### src/rtl/audio_pkg.sv
// Shared audio-path definitions: default sample word geometry and the sample type.
package audio_pkg;

    // Default sample word width in bits.
    localparam int SAMPLE_WIDTH = 24;

    // Default sample FIFO entry count (power of two, 2..64).
    localparam int FIFO_DEPTH = 8;

    // One audio sample word at the default width.
    typedef logic [SAMPLE_WIDTH-1:0] sample_t;

endpackage : audio_pkg

### src/rtl/sample_fifo_mem.sv
// Sample storage: one synchronous write port and one asynchronous read port.
// Contents are never reset; stale entries are hidden by the controller's valid flag.
module sample_fifo_mem
    import audio_pkg::*;
#(
    parameter int WIDTH = SAMPLE_WIDTH,
    parameter int DEPTH = FIFO_DEPTH,
    parameter int AW    = $clog2(DEPTH)
) (
    input  logic             clk,
    input  logic             we,
    input  logic [AW-1:0]    waddr,
    input  logic [WIDTH-1:0] wdata,
    input  logic [AW-1:0]    raddr,
    output logic [WIDTH-1:0] rdata
);

    logic [WIDTH-1:0] mem [DEPTH];

    // Write the incoming sample into the addressed entry.
    always_ff @(posedge clk) begin
        if (we) begin
            mem[waddr] <= wdata;
        end
    end

    // Head entry is read combinationally so the FIFO can fall through.
    assign rdata = mem[raddr];

endmodule : sample_fifo_mem

### src/rtl/sample_fifo.sv
// First-word-fall-through sample FIFO with a sticky overflow flag.
// Writes arriving while full with no concurrent read are dropped and flagged.
module sample_fifo
    import audio_pkg::*;
#(
    parameter int WIDTH = SAMPLE_WIDTH,
    parameter int DEPTH = FIFO_DEPTH
) (
    input  logic                     clk,
    input  logic                     reset,
    input  logic                     wr_en,
    input  logic [WIDTH-1:0]         wr_data,
    output logic                     out_valid,
    output logic [WIDTH-1:0]         out_data,
    input  logic                     out_ready,
    output logic [$clog2(DEPTH):0]   count,
    output logic                     full,
    output logic                     empty,
    output logic                     overflow,
    input  logic                     clr_overflow
);

    localparam int AW = $clog2(DEPTH);
    localparam int CW = AW + 1;
    localparam logic [CW-1:0] COUNT_FULL = CW'(DEPTH);

    logic [AW-1:0] rd_ptr_reg, rd_ptr_next;
    logic [AW-1:0] wr_ptr_reg, wr_ptr_next;
    logic [CW-1:0] count_reg, count_next;
    logic          overflow_reg, overflow_next;

    logic push;
    logic pop;
    logic drop;
    logic full_int;
    logic empty_int;

    // Status flags come only from the registered occupancy.
    assign full_int  = (count_reg == COUNT_FULL);
    assign empty_int = (count_reg == '0);

    // Handshake decode: a full FIFO still accepts a write when the head leaves this cycle.
    always_comb begin
        pop  = ~empty_int & out_ready;
        push = wr_en & (~full_int | pop);
        drop = wr_en & full_int & ~pop;
    end

    // Next-state for pointers, occupancy and the sticky overflow flag.
    always_comb begin
        rd_ptr_next   = rd_ptr_reg;
        wr_ptr_next   = wr_ptr_reg;
        count_next    = count_reg;
        overflow_next = overflow_reg;

        // Pointers are exactly AW bits wide, so DEPTH-1 wraps to 0 with no gap.
        if (push) begin
            wr_ptr_next = wr_ptr_reg + AW'(1);
        end
        if (pop) begin
            rd_ptr_next = rd_ptr_reg + AW'(1);
        end

        if (push && !pop) begin
            count_next = count_reg + CW'(1);
        end else if (pop && !push) begin
            count_next = count_reg - CW'(1);
        end

        // A drop in the same cycle as a clear keeps the flag set.
        if (drop) begin
            overflow_next = 1'b1;
        end else if (clr_overflow) begin
            overflow_next = 1'b0;
        end
    end

    // Control state register; reset discards every stored sample.
    always_ff @(posedge clk) begin
        if (reset) begin
            rd_ptr_reg   <= '0;
            wr_ptr_reg   <= '0;
            count_reg    <= '0;
            overflow_reg <= 1'b0;
        end else begin
            rd_ptr_reg   <= rd_ptr_next;
            wr_ptr_reg   <= wr_ptr_next;
            count_reg    <= count_next;
            overflow_reg <= overflow_next;
        end
    end

    sample_fifo_mem #(
        .WIDTH (WIDTH),
        .DEPTH (DEPTH),
        .AW    (AW)
    ) u_mem (
        .clk   (clk),
        .we    (push),
        .waddr (wr_ptr_reg),
        .wdata (wr_data),
        .raddr (rd_ptr_reg),
        .rdata (out_data)
    );

    assign out_valid = ~empty_int;
    assign count     = count_reg;
    assign full      = full_int;
    assign empty     = empty_int;
    assign overflow  = overflow_reg;

endmodule : sample_fifo

### config.mk
export PLATFORM = sky130hd
export DESIGN_NAME = sample_fifo
export DESIGN_NICKNAME = d
export VERILOG_FILES = /design/src/rtl/audio_pkg.sv /design/src/rtl/sample_fifo_mem.sv /design/src/rtl/sample_fifo.sv
export SDC_FILE = /design/constraint.sdc
export NUM_CORES = 1
export LEC_CHECK = 0
export CAP_MARGIN = 20
export CORE_MARGIN = 3
export CORE_UTILIZATION = 35
export DETAILED_ROUTE_END_ITERATION = 8
export GPL_TIMING_DRIVEN = 0
export MAX_ROUTING_LAYER = met4
export PLACE_DENSITY_LB_ADDON = 0.15
export SYNTH_ARGS = -nofsm -noshare
export SYNTH_HDL_FRONTEND = slang
export SYNTH_SLANG_ARGS = --single-unit
export TNS_END_PERCENT = 100
### constraint.sdc
create_clock -name clk -period 5.2 [get_ports clk]
set_clock_uncertainty 0.05 [all_clocks]
set_input_delay 1.04 -clock clk [delete_from_list [all_inputs] [get_ports clk]]
set_output_delay 1.04 -clock clk [all_outputs]
set_load 0.01 [all_outputs]
# == After elaboration in Yosys (flattened, before gate mapping) ==
# Memory sizes are Yosys's and may differ from the RTL's. A register that Yosys moved wholly into a read port is not among the register bits.
# Cells that the tools add are included.
# op_classes
n_bitwise,8
addsub,4
n_eq_ne,1
mux,8
reduce_logical,7
# op_table
op,count
4-bit two-way mux,2
3-bit by 1-bit adder with 3-bit output (second input constant),2
3-bit two-way mux,2
4-bit by 1-bit adder with 4-bit output (second input constant),1
1-bit bitwise AND,4
4-bit == test (second input constant),1
4-bit zero test,1
1-bit two-way mux,4
2-bit nonzero test,2
4-bit by 1-bit subtractor with 4-bit output (second input constant),1
1-bit inverter,3
1-bit logical AND,2
1-bit zero test,2
1-bit OR,1
# totals
register_bits,11
input_bits,29
wordCells,33
ramBits,192
out_inout_bits,32
mem_count,1
# memory_table
memory,depth,word_bits,read_ports,rd_clocked_by_memory_dff,wr,line,source
u_mem.mem,8,24,1,1,1,sample_fifo_mem.sv:18,logic [WIDTH-1:0] mem [DEPTH];

# == Longest topological paths before layout ==
# Gate-level depths: netlist of the first run.
# depth
ltp_word,9
mapped_depth,10
depth_no_buf,10

# == By module ==
# From an unflattened synthesis of the first run, not the netlist that was laid out.
# unflattened
hier_cells,352
area_unflattened_um2,7900.1
# modules_own_cells
mod,n_inst,area_each_um2,seq_area_each_um2,cells_each
sample_fifo_mem,1,7317.0,5765.5,290
sample_fifo,1,583.1,220.2,62

# == Least setup slack after synthesis of the first run ==
# Ideal clock, no wire load.
# synth_timing
path_kind,input to register
startpoint,input out_ready
endpoint,memory u_mem.mem[0][0] (netlist bit) (enable)
setup_slack_ns,1.251
setup_time_ns,0.466
arrival_ns,3.433
required_ns,4.684
path_buffers,0
cell_stages,2
path_cell_list,o21ai_4 nor4_1
# synth_via
elab_chain_cells,5
# synth_lines
item,line,source
"start, declared",sample_fifo.sv:15,"input logic out_ready,"
1-bit bitwise AND,sample_fifo.sv:44,pop = ~empty_int & out_ready;
1-bit OR,sample_fifo.sv:45,push = wr_en & (~full_int | pop);
1-bit bitwise AND,sample_fifo.sv:45,
1-bit two-way mux,sample_fifo_mem.sv:22,if (we) begin
1-bit two-way mux (not written as such),sample_fifo_mem.sv:23,mem[waddr] <= wdata;
"end, declared",sample_fifo_mem.sv:18,
# Every way passes these cells.

==> reports/qor.csv, run 1 <==
stage,metric,value,unit
power,p_seq_share,42.2,%
logic_synthesis,netlist_instances,356,
power,internal_power,3473,uW
clock_tree,htreeDepth,1,
detailed_routing,vias,3755,
cells_and_area,final_common_cell,edfxtp_1,
setup_path,path_class,flip-flop to output port,
hold_path,hp-start,overflow,
clock_tree,clock_latency,510,ps
logic_synthesis,synth_seq_cells,206,
setup_path,required,4110,ps
global_routing,grt_antenna_before_repair,1,
cells_and_area,layout_common_cells,"edfxtp_1, clkdlybuf4s50_1, mux4_2",
die,fp.dieW,156.8,um
place,gp_congestion,0.6975,
power,clkPwrFrac,31.6,%
timing,slew_viol_final,0,
detailed_routing,wl_per_cell,20.55,um
timing,rsz0062_at_grt,no,
logic_synthesis,synth_area_per_cell,22.35,um^2
clock_tree,cts_tree,built,
job,max-cap-violations,0,
global_routing,grt_pass1_vias,3975,
die,dieArea,0.02457,mm^2
setup_path,endpoint_kind,output port,
clock_tree,ctsHoldBuffers,0,
power,ir_worst_vdd,0.3473,mV
setup_path,critical_path.slowest_cell,clkdlybuf4s50_1,
logic_synthesis,ys_warn_count,0,
detailed_routing,drt-total-wl,15.52,mm
global_routing,grt_pass1_wl,23.69,mm
setup_path,slowest_delay,490,ps
timing,hold_ws,442.4,ps
timing,tns,0,ps
clock_tree,cts-root-buf,clkbuf_16,
detailed_routing,remaining_drc_errors,0,
setup_path,path_buf_inv,3,
setup_path,rr_startpoint,count[1],
timing,period_share,73.41,%
clock_tree,cts_buffer_depth,3,
run_status,status,completed,
setup_path,crit_path_start_kind,flip-flop,
timing,slew_headroom,31.32,%
power,power_switching,1153,uW
power,p_leak,0.003168,uW
logic_synthesis,synth_top_area_cell,edfxtp_1,
clock_tree,cts_setup_buffers,0,
hold_path,hold_class,flip-flop to flip-flop,
timing,fmax,0.2620,GHz
logic_synthesis,syn-cell-area,0.007955,mm^2
cells_and_area,final_util,44.55,%
die,start_util,36.01,%
die,io_pins,61,
global_routing,grt_start_max_net_pins,20,
detailed_routing,via_per_inst,4.974,
clock_tree,cts.sinks,206,
detailed_routing,drt_iter0_drc,261,
die,core,0.02209,mm^2
timing,finalSetupViolations,0,
detailed_routing,antenna_left,0,
logic_synthesis,ys_seq_area_share,76.00,%
timing,worstMarginPinSlew,1030,ps
clock_tree,clkTransAtPathRegs,60,ps
detailed_routing,drt_first_pass_iters,5,
setup_path,cp_max_fo,10,
global_routing,grt_use_total,13.21,%
cells_and_area,largest_reg_flops,192,
logic_synthesis,yosysUniqueCellTypes,33,
place,dp_hpwl,10.02,mm
power,p_per_area,470.1,mW/mm^2
timing,final_hold_viol_count,0,
cells_and_area,fin_nets,493,
power,comb_power_share,26.2,%
cells_and_area,layout-area-overhead-vs-synth,23.72,%
logic_synthesis,synth.area.top_cells,"edfxtp_1, mux4_2, dfxtp_1",
clock_tree,cts-resized-gates,0,
setup_path,cpMostUsedCell,buf_2,
logic_synthesis,netlist.area_leader.share,72.48,%
setup_path,path_delay_family,buffers and inverters,
place,port_buffers,60,
global_routing,overflow,0,
power,p_sw_share,24.93,%
timing,period_minus_slack,3817,ps
setup_path,cp.arrival,2730,ps
clock_tree,numCtsBuffers,23,
logic_synthesis,synth_nets,391,
die,fp-row-count,54,
die,die_h,156.8,um
cells_and_area,drive_above_1_share,30.17,%
setup_path,cp_cell_sequence,buf_2 > buf_2 > mux4_2 > mux2_2 > clkdlybuf4s50_1,
==> layout make-up <==
cell class | instances | area, um^2
repair buffers | 77 | 803.3
multi-input cells | 129 | 1831
plain buffers | 16 | 108.9
fillers | 1891 | 12250
clock buffers | 31 | 605.6
inverters | 5 | 18.77
diodes | 1 | 2.502
flip-flops and latches | 206 | 6046
well taps | 280 | 350.3
clock inverters | 10 | 76.32
==> power by group through the flow <==
| stage | registers, uW | clock network (uW) | logic (uW) |
|---|---|---|---|
| after floorplan | 1980 | 0 | 772 |
| after detailed placement | 1990 | 0 | 1240 |
| after global routing | 1960 | 1580 | 1320 |
| final | 1950 | 1460 | 1210 |
| after CTS | 1950 | 1510 | 1250 |
| after global placement | 1990 | 0 | 1210 |
==> metal layers <==
layer / GRT usage (%) / up-vias / wire (um) / share of wire, %
met1: 17.69 / 1962 / 6951 / 45
met2: 21.12 / 87 / 7595 / 49
li1: - / 1682 / - / -
met3: 2.323 / 24 / 670 / 4.3
met5: - / - / 0 / 0
met4: 3.418 / 0 / 298 / 1.9
==> cell families (layout without fill, tap and decap cells) <==
logic type | Yosys count | in the layout | synth area share (%)
other | 0 | 1 | 0
muxes | 74 | 74 | 17.82
xor gates and xnor gates | 6 | 6 | 0.6606
DFF | 206 | 206 | 76.00
AOI/OAI and AO/OA | 9 | 9 | 0.8338
and+or+nand+nor | 34 | 34 | 2.045
adders and majority gates | 6 | 6 | 1.038
buffers and inverters | 21 | 139 | 1.604
==> cell usage after synthesis <==
master    number
inv_2          1
inv_1          4
nand2_1        5
xnor2_1        2
mux2_4        12
a21oi_1        4
ha_1           5
buf_2          7
o211ai_1       1
or4b_4         1
a31oi_1        1
dfxtp_1       14
fa_1           1
mux2i_1        1
xor2_1         4
nor2b_1        1
buf_12         2
nand2_2        1
nor2_1        15
mux2_2        13
o21ai_4        1
nand3_1        3
nand2b_1       2
buf_6          1
or4_1          1
clkbuf_1       5
a211oi_1       1
nor4_1         1
edfxtp_1     192
nor3_1         4
a32oi_1        1
buf_1          1
mux4_2        48
==> metrics by stage <==
step | setup slack (ps) | area [um^2] | instances | power [uW]
2_1_floorplan | 1251 | 7955 | 356 | 2756
3_3_place_gp | -1994 | 8906 | 696 | 3199
3_5_place_dp | 1554 | 9158 | 713 | 3227
4_1_cts | 1349 | 9839 | 754 | 4710
5_1_grt | 1294 | 9842 | 755 | 4859
6_report | 1383 | 9842 | 755 | 4626
==> worst paths after layout <==
check	to	slack, ps	depth (start not counted)
max	out_data[6]	1380	5
min	overflow	440	2
max reg2reg	count[3]	2270	10
min reg2reg	overflow	440	2
==> worst register-to-register path, stage by stage (launching register included) <==
cell and delay, ps:
dfxtp_1 380, or4b_4 590, o21ai_4 260, inv_2 100, ha_1 220, inv_1 130, ha_1 280, a21oi_1 180
a211oi_1 90, a31oi_1 190, mux2_2 350
(Power assumes the default switching activity.)
==> run 2, diff against run 1 <==
==> constraint.sdc (replaced) <==
create_clock -name clk -period 3.75 [get_ports clk]
set_clock_uncertainty 0.05 [all_clocks]
set_input_delay 0.75 -clock clk [delete_from_list [all_inputs] [get_ports clk]]
set_output_delay 0.75 -clock clk [all_outputs]
set_load 0.01 [all_outputs]
==> results of run 2 <==
The final DEF is identical to that of run 1. Status: completed.
Main changes from that run: setup slack after placement 1554 ps -> 393.9 ps; setup slack after layout 1383 ps -> 222.6 ps; register-to-register setup slack 2270 ps -> 820 ps; total power 4626 uW -> 6415 uW; worst IR drop on VDD 0.3473 mV -> 0.4815 mV
==> run 3, diff against run 2 <==
--- a/config.mk
+++ b/config.mk
@@ -5,6 +5,7 @@
 export SDC_FILE = /design/constraint.sdc
 export NUM_CORES = 1
 export LEC_CHECK = 0
+export ABC_CLOCK_PERIOD_IN_PS = 3750
 export CAP_MARGIN = 20
 export CORE_MARGIN = 3
 export CORE_UTILIZATION = 35
@@ -14,5 +15,6 @@
 export PLACE_DENSITY_LB_ADDON = 0.15
 export SYNTH_ARGS = -nofsm -noshare
 export SYNTH_HDL_FRONTEND = slang
+export SYNTH_HIERARCHICAL = 1
 export SYNTH_SLANG_ARGS = --single-unit
 export TNS_END_PERCENT = 100
==> run 3 against run 2 <==
Net effect: sequential power fell by 1%; largest cell class unchanged; non-clock buffer count decreased by 9; utilization down 0.50 points; combinational power fell by 5%; worst hold slack worse by 4.0 ps; critical path type unchanged; clock power shrank 2%; maximum frequency is 2.0% lower; critical path depth unchanged; highest routed layer unchanged.
==> reports/qor.csv, run 3 <==
stage,metric,value,unit
logic_synthesis,ys_seq_area_share,75.77,%
logic_synthesis,synth_flop_cell,edfxtp_1,
cells_and_area,antenna_cells,0,
detailed_routing,vias,3684,
logic_synthesis,synth_common_cells,"edfxtp_1, mux4_2, nor2_1",
power,clkPwrFrac,31.6,%
timing,slew_viol_final,0,
clock_tree,cts_setup_buffers,0,
logic_synthesis,synth-async-reset-ratio,0,%
logic_synthesis,synth_top_area_cell,edfxtp_1,
timing,rsz0062_at_grt,no,
timing,final_hold_viol_count,0,
logic_synthesis,netlist.area_leader.share,72.98,%
logic_synthesis,synth_most_common_cell,edfxtp_1,
global_routing,grt_use_total,13.05,%
cells_and_area,layout-area-overhead-vs-synth,22.81,%
clock_tree,cts_buffer_depth,3,
cells_and_area,fin_cells,737,
clock_tree,cts.sinks,203,
logic_synthesis,synth_nets,387,
setup_path,endpoint_kind,output port,
logic_synthesis,synth_area_per_cell,22.44,um^2
power,p_per_area,644.3,mW/mm^2
logic_synthesis,netlist_instances,352,
global_routing,grt_pass1_wl,23.25,mm
detailed_routing,drt_iter0_drc,189,
place,port_buffers,60,
detailed_routing,via_per_inst,4.999,
die,fp.dieW,156.2,um
global_routing,grt_start_max_net_pins,25,
die,die_h,156.2,um
detailed_routing,remaining_drc_errors,0,
detailed_routing,drt_first_pass_iters,4,
die,io_pins,61,
power,power_switching,1540,uW
cells_and_area,final_common_cell,edfxtp_1,
timing,period_minus_slack,3600,ps
power,ir_worst_vdd,0.2645,mV
detailed_routing,antenna_left,0,
timing,fmax,0.2778,GHz
detailed_routing,wl_per_cell,20.56,um
timing,finalSetupViolations,0,
global_routing,overflow,0,
logic_synthesis,synth_seq_cells,203,
logic_synthesis,yosysUniqueCellTypes,32,
clock_tree,cts-resized-gates,0,
cells_and_area,nFillCells,1913,
logic_synthesis,synth.area.top_cells,"edfxtp_1, mux4_2, dfxtp_1",
die,fp-row-count,54,
setup_path,cp.arrival,2800,ps
die,start_util,35.87,%
clock_tree,clock_latency,490,ps
cells_and_area,largest_reg_flops,192,
job,max-cap-violations,0,
clock_tree,numCtsBuffers,22,
power,p_leak,0.003097,uW
clock_tree,cts_tree,built,
cells_and_area,fin_nets,479,
die,core,0.02203,mm^2
place,gp_congestion,0.7087,
run_status,status,completed,
logic_synthesis,ys_warn_count,6,
place,dpl.cell_count,700,
setup_path,cp_max_fo,10,
global_routing,grt_pass1_vias,3921,
setup_path,crit_path_start_kind,flip-flop,
timing,period_share,95.99,%
timing,tns,0,ps
timing,worstMarginPinSlew,1027,ps
die,dieArea,0.02441,mm^2
power,p_sw_share,24.64,%
setup_path,path_class,flip-flop to output port,
cells_and_area,drive_above_1_share,28.67,%
power,p_seq_share,42.8,%
power,comb_power_share,25.6,%
global_routing,grt_antenna_before_repair,0,
setup_path,required,2950,ps
logic_synthesis,syn-cell-area,0.007900,mm^2
cells_and_area,layout_common_cells,"edfxtp_1, clkdlybuf4s50_1, mux4_2",
place,dp_hpwl,9.416,mm
detailed_routing,drt-total-wl,15.15,mm
clock_tree,ctsHoldBuffers,0,
clock_tree,htreeDepth,1,
clock_tree,cts-root-buf,clkbuf_16,
clock_tree,clkTransAtPathRegs,50,ps
hold_path,hold_class,flip-flop to flip-flop,
power,internal_power,4711,uW
timing,slew_headroom,31.15,%
logic_synthesis,synth_edf_count,192,
## run 3: kinds of logic (layout without fill, tap and decap cells)
kind of cell | Yosys count | count (layout) | synth area share [%]
xor gates and xnor gates | 6 | 6 | 0.6652
muxes | 75 | 75 | 18.07
DFF | 203 | 203 | 75.77
buffers and inverters | 21 | 126 | 1.631
adders and majority gates | 6 | 6 | 1.045
AOI/OAI and AO/OA | 8 | 8 | 0.7762
and+or+nand+nor | 33 | 33 | 2.043
## run 3: path summary, 6_finish.rpt
check / end / slack (ps) / cells after the start / startpoint
max: out_data[14] / 150 / 5 / rd_ptr_reg[2]
min: rd_ptr_reg[1] / 440 / 2 / rd_ptr_reg[1]
max reg2reg: count[3] / 870 / 10 / count[0]
min reg2reg: rd_ptr_reg[1] / 440 / 2 / rd_ptr_reg[1]
## run 3: critical path: stages (launching register included)
cell	delay [ps]
dfxtp_1	440
buf_2	330
buf_2	400
mux4_2	380
mux2_2	280
clkdlybuf4s50_1	470
## run 3: layer usage
metal	global-route usage (%)	wire length [um]
met5	-	0
met4	3.293	191
met3	2.406	833
met2	19.63	7018
met1	18.56	7107
## run 3: through the flow
stage / instance area (um^2) / util (%) / worst slack, ps / hold slack [ps] / power, uW
final: 9702 / 44.05 / 150.3 / 438.3 / 6251
after global routing: 9702 / 44.05 / 34.61 / 465.9 / 6557
after CTS: 9702 / 44.05 / 99.85 / 437.1 / 6355
after detailed placement: 9039 / 41.04 / 405.0 / 429.7 / 4366
after global placement: 8851 / 40.18 / -1791 / 414.8 / 4321
after floorplan: 7900 / - / 599.3 / 399.7 / 3726
## run 3: power by group through the flow
| stage | clock [uW] | combinational [uW] | sequential (uW) |
|---|---|---|---|
| after CTS | 2030 | 1650 | 2670 |
| after detailed placement | 0 | 1650 | 2720 |
| after floorplan | 0 | 1020 | 2710 |
| final | 1980 | 1600 | 2670 |
| after global routing | 2130 | 1740 | 2690 |
| after global placement | 0 | 1600 | 2720 |
## run 3: cell type report
class	instances	area [um^2]	share of cell area (%)
timing repair buffer	68	733.2	7.557
inverter	5	18.77	0.1934
clock buffer	26	586.8	6.048
sequential	203	5986	61.70
clock inverter	11	76.32	0.7867
buffer	16	110.1	1.135
tap	280	350.3	3.611
multi-input combinational	128	1841	18.97
